File: src/rtl/mux_arb_pkg.sv
// Shared types and defaults for the two-source select arbiter.
// Imported by the arbiter and by any parent that builds the downstream mux.
package mux_arb_pkg;

    localparam int WIDTH_DEF = 4;
    localparam int BURST_DEF = 4;

    typedef enum logic [1:0] {
        IDLE = 2'd0,
        SRC1 = 2'd1,
        SRC2 = 2'd2
    } state_e;

    function automatic state_e other_src(input state_e s);
        return (s == SRC1) ? SRC2 : SRC1;
    endfunction

endpackage

File: src/rtl/mux_select_arbiter.sv
// Burst-limited two-source arbiter with registered select and output stage.
// The parent instantiates the 2:1 data mux and drives it from sel.
module mux_select_arbiter
    import mux_arb_pkg::*;
#(
    parameter int WIDTH = WIDTH_DEF,
    parameter int BURST = BURST_DEF
) (
    input  logic             clk,
    input  logic             rst_n,
    input  logic [WIDTH-1:0] in_1_data,
    input  logic             in_1_valid,
    output logic             in_1_ready,
    input  logic [WIDTH-1:0] in_2_data,
    input  logic             in_2_valid,
    output logic             in_2_ready,
    output logic             sel,
    output logic [WIDTH-1:0] out_data,
    output logic             out_valid,
    input  logic             out_ready
);

    localparam logic [3:0] BURST_C = 4'(BURST);

    state_e           state_q, state_d;
    logic             sel_q, sel_d;
    logic [WIDTH-1:0] data_q, data_d;
    logic             valid_q, valid_d;
    logic [3:0]       cnt_q, cnt_d;
    logic [3:0]       cnt_inc;
    logic             last_q, last_d;

    logic   can_load;
    logic   xfer1, xfer2, xfer;
    logic   own_valid, oth_valid;
    state_e oth;

    assign can_load   = !valid_q || out_ready;
    assign in_1_ready = (state_q == SRC1) && can_load;
    assign in_2_ready = (state_q == SRC2) && can_load;
    assign xfer1      = in_1_valid && in_1_ready;
    assign xfer2      = in_2_valid && in_2_ready;
    assign xfer       = xfer1 || xfer2;

    assign own_valid = (state_q == SRC1) ? in_1_valid : in_2_valid;
    assign oth_valid = (state_q == SRC1) ? in_2_valid : in_1_valid;
    assign oth       = other_src(state_q);
    assign cnt_inc   = cnt_q + 4'd1;

    always_comb begin
        state_d = state_q;
        cnt_d   = cnt_q;
        sel_d   = sel_q;
        data_d  = data_q;
        valid_d = valid_q;
        last_d  = last_q;

        // last_q: 0 = source 1 served last, 1 = source 2
        if (xfer1) begin
            data_d  = in_1_data;
            valid_d = 1'b1;
            last_d  = 1'b0;
        end else if (xfer2) begin
            data_d  = in_2_data;
            valid_d = 1'b1;
            last_d  = 1'b1;
        end else if (out_ready) begin
            valid_d = 1'b0;
        end

        if (can_load) begin
            unique case (state_q)
                IDLE: begin
                    if (in_1_valid && in_2_valid)
                        state_d = last_q ? SRC1 : SRC2;
                    else if (in_1_valid)
                        state_d = SRC1;
                    else if (in_2_valid)
                        state_d = SRC2;
                end
                SRC1, SRC2: begin
                    if (xfer) begin
                        if (cnt_inc == BURST_C) begin
                            if (oth_valid)
                                state_d = oth;
                            else if (own_valid)
                                cnt_d = 4'd0;
                            else
                                state_d = IDLE;
                        end else begin
                            cnt_d = cnt_inc;
                        end
                    end else if (!own_valid) begin
                        state_d = oth_valid ? oth : IDLE;
                    end
                end
                default: state_d = IDLE;
            endcase
        end

        if (state_d != state_q)
            cnt_d = 4'd0;

        if (state_d == SRC1)
            sel_d = 1'b0;
        else if (state_d == SRC2)
            sel_d = 1'b1;
    end

    always_ff @(posedge clk or negedge rst_n) begin
        if (!rst_n) begin
            state_q <= IDLE;
            cnt_q   <= 4'd0;
            sel_q   <= 1'b0;
            data_q  <= '0;
            valid_q <= 1'b0;
            last_q  <= 1'b1;
        end else begin
            state_q <= state_d;
            cnt_q   <= cnt_d;
            sel_q   <= sel_d;
            data_q  <= data_d;
            valid_q <= valid_d;
            last_q  <= last_d;
        end
    end

    assign sel       = sel_q;
    assign out_data  = data_q;
    assign out_valid = valid_q;

    a_one_ready: assert property (@(posedge clk) disable iff (!rst_n)
        !(in_1_ready && in_2_ready));
    a_ready_load: assert property (@(posedge clk) disable iff (!rst_n)
        (in_1_ready || in_2_ready) |-> can_load);

endmodule

File: config.mk
export PLATFORM = sky130hd
export DESIGN_NAME = mux_select_arbiter
export DESIGN_NICKNAME = d
export VERILOG_FILES = /design/src/rtl/mux_arb_pkg.sv /design/src/rtl/mux_select_arbiter.sv
export SDC_FILE = /design/constraint.sdc
export NUM_CORES = 1
export LEC_CHECK = 0
export CAP_MARGIN = 5
export CORE_MARGIN = 3
export CORE_UTILIZATION = 50
export CTS_CLUSTER_DIAMETER = 100
export CTS_CLUSTER_SIZE = 40
export DETAILED_ROUTE_END_ITERATION = 10
export PLACE_DENSITY_LB_ADDON = 0.2
export SYNTH_ARGS = -nofsm -noshare
export SYNTH_HDL_FRONTEND = slang
export SYNTH_SLANG_ARGS = --single-unit
File: constraint.sdc
create_clock -name clk -period 3 [get_ports clk]
set_input_delay 0.6 -clock clk [delete_from_list [all_inputs] [get_ports clk]]
set_output_delay 0.6 -clock clk [all_outputs]
set_load 0.1 [all_outputs]
==> flow_metrics.env <==
export IMPL_outcome="completed"
export IMPL_grt_met3_usage_pct=2.87
export IMPL_ir_drop_uv=744
export IMPL_wl_um=2200
export IMPL_path_cells="inv_1, ha_1, a22oi_1, o21ai_1, a21o_2, a21o_1, nand3_1, o21ai_0, ha_1, nand2_1, o21ai_0"
export IMPL_top_usage_layer="met2"
export IMPL_fp_dieArea_um2=2660
export IMPL_met2_usage_pct=33.1
export IMPL_netlist_area_leader_share_pct=29.0
export IMPL_p_switching_w=0.000862
export IMPL_hp_class="reg -> reg"
export IMPL_hpwl_um=1770
export IMPL_synth_fa_ha_area_share_pct=8.44
export IMPL_syn_nets=130
export IMPL_p_total_w=0.00151
export IMPL_muxShareOfSynthArea_pct=6.76
export IMPL_clk_latency_ns=0.26
export IMPL_cts_tree="yes"
export IMPL_diodes=0
export IMPL_via_per_inst=5.87
export IMPL_ys_top_cells_by_area="dfrtp_1 (29%), ha_1 (8.4%), mux2i_1 (6.8%)"
export IMPL_core_area_um2=1840
export IMPL_synth_area_um2=1040
export IMPL_post_cts_setup_buffer_count=0
export IMPL_power_share_combinational_pct=71.7
export IMPL_cap_violations=0
export IMPL_fin_ws_ns=0.365
export IMPL_cts_sinks=13
export IMPL_synth_top_family_by_area="compound AO/OA/AOI/OAI gates"
export IMPL_grt_pass1_wl_um=3930
export IMPL_yosysTopAreaCell="dfrtp_1"
export IMPL_tns_ns=0
export IMPL_dpl_instance_area_um2=1260
export IMPL_synth_cell_types=46
export IMPL_cts_resized=0
export IMPL_finalCriticalPeriod_ns=2.64
export IMPL_end_kind="register"
export IMPL_io_pins=21
export IMPL_setup_violations=0
export IMPL_ys_ff_latch=13
export IMPL_cts_root_buf="clkbuf_4"
export IMPL_worstSetupPathType="reg -> reg"
export IMPL_fin_nets=152
export IMPL_drt_first_pass_iters=4
export IMPL_tightest_slew_ns=0.573
export IMPL_syn_avg_cell_area_um2=9.43
export IMPL_place_congestion=0.806
export IMPL_p_seq_share_pct=21.6
export IMPL_hold_violations=0
export IMPL_ys_flop_type="dfrtp_1"
export IMPL_port_buffers=20
export IMPL_post_place_ws_ns=0.191
export IMPL_yosysSeqAreaShare_pct=31.5
export IMPL_fp_dieW_um=51.5
export IMPL_power_density_nw_per_um2=1180
export IMPL_synth_simple_area_share_pct=23.2
export IMPL_start_util_pct=56.4
export IMPL_synth_edf_count=0
export IMPL_die_h_um=51.5
export IMPL_finClkSkew_ns=0.00226
export IMPL_htreeDepth=1
export IMPL_rsz0062_at_grt="no"
export IMPL_fp_row_count=15
export IMPL_dr_first_iter_drc_count=16
export IMPL_synth_compound_area_share_pct=25.6
export IMPL_critPathLaunchType="register"
export IMPL_grt_pass1_vias=900
export IMPL_area_growth_pct=23.8
export IMPL_routedWlPerCell_um=14.1
export IMPL_gr_total_overflow=0
export IMPL_p_int_w=0.000650
export IMPL_n_fill_cell=155
export IMPL_grt_util_met1_pct=25.2
export IMPL_period_share_pct=87.8
export IMPL_clockBufferDepth=2
export IMPL_grt_max_degree=14
export IMPL_async_flop_share_pct=100
export IMPL_antenna_found_initial=0
export IMPL_clkPwrFrac_pct=6.8
export IMPL_synth_cells=110
export IMPL_fmax_ghz=0.379
export IMPL_slowest_stage="dfrtp_1"
export IMPL_clk_transition_reported_paths_ns=0.07
export IMPL_ant_nets=0
export IMPL_hold_slack_ns=0.509
export IMPL_num_vias=915
export IMPL_power_share_switching_pct=57.0
export IMPL_relSlewSlack_pct=61.7
export IMPL_final_cell_mix="dfrtp_1 (12), clkdlybuf4s50_1 (12), nand2_1 (9), nor2_1 (9), a21oi_1 (9)"
export IMPL_static_leakage_power_nw=0.544
export IMPL_drive_gt1_share_pct=19.1
export IMPL_slew_violations=0
export IMPL_arrival_ns=2.78
export IMPL_drc=0
export IMPL_numCtsBuffers=3
export IMPL_grt_use_total_pct=19.4
export IMPL_fin_area_um2=1280
export IMPL_required_ns=3.15
export IMPL_synthXorXnorAreaFrac_pct=0.844
export IMPL_worstPathMaxFanout=10
export IMPL_max_stage_delay_ns=0.52
export IMPL_ys_warn_count=0
export IMPL_hold_buffers=0
==> synthesized netlist by cell type, types with 2 or more instances <==
cell	instances
mux2i_1	7
and2_1	4
o21ai_0	7
dfrtp_1	12
nor2_1	9
inv_1	2
a21oi_1	9
ha_1	7
o221ai_1	2
nand3_1	2
and2b_1	2
clkbuf_1	2
nor4_1	4
nand2_1	9
==> worst max-delay path, delay by kind of cell, from the launching register on <==
family | cells | cell delay [ns]
AOI/OAI and AO/OA | 6 | 1.11
adders and majority gates | 2 | 0.59
DFF | 1 | 0.52
and+or+nand+nor | 2 | 0.16
buffers and inverters | 1 | 0.13
==> through the flow <==
stage | util [%] | instances
global placement | 68.4 | 152
CTS | 69.8 | 156
finish | 69.8 | 156
global route | 69.8 | 156
floorplan | - | 110
detailed placement | 68.4 | 152
==> registers in the layout, summed over array words and instances (netlist names) <==
name / cells
state_q: 2
out_data: 4
sel: 1
cnt_q: 4
out_valid: 1
last_q: 1
==> kinds of logic after synthesis <==
logic type,count (synthesis)
flip-flops,13
multiplexers,7
AO/OA/AOI/OAI,35
adder cells (fa/ha/maj),7
AND/OR/NAND/NOR,40
buffers and inverters,7
XOR/XNOR,1
==> power by group through the flow <==
| stage | Sequential (W) | Clock (W) | Combinational (W) |
|---|---|---|---|
| after floorplan | 0.000593 | 0 | 0.000573 |
| after global placement | 0.000322 | 0 | 0.00106 |
| after detailed placement | 0.000327 | 0 | 0.00108 |
| after CTS | 0.000324 | 0.000108 | 0.00109 |
| after global routing | 0.000338 | 0.000115 | 0.00117 |
| final | 0.000326 | 0.000102 | 0.00108 |
==> metal layers <==
metal | vias up | part of all wire (%)
met2 | 18 | 50
met3 | 2 | 3.3
li1 | 452 | -
met1 | 443 | 47
met5 | - | 0
met4 | 0 | 0.36
==> layout make-up <==
class / instances / area, um2 / area share, %
Multi-Input combinational cell: 90 / 672 / 52.3
Clock buffer: 4 / 26.3 / 2.05
Timing Repair Buffer: 22 / 220 / 17.2
Sequential cell: 13 / 327 / 25.4
Tap cell: 25 / 31.3 / 2.44
Inverter: 2 / 7.51 / 0.585
==> final timing paths <==
check	startpoint	end	slack, ns	cells past startpoint
min in group asynchronous	rst_n	cnt_q[2]$_DFFE_PN0P_	0.70	1
hold / removal	sel$_DFFE_PN0P_	sel$_DFFE_PN0P_	0.51	2
setup reg to reg	state_q[1]$_DFF_PN0_	sel$_DFFE_PN0P_	0.36	11
max in group asynchronous	rst_n	state_q[1]$_DFF_PN0_	1.93	1
hold reg to reg	sel$_DFFE_PN0P_	sel$_DFFE_PN0P_	0.51	2
setup / recovery	state_q[1]$_DFF_PN0_	sel$_DFFE_PN0P_	0.36	11
Note: power is estimated with default switching activity, not from simulation.
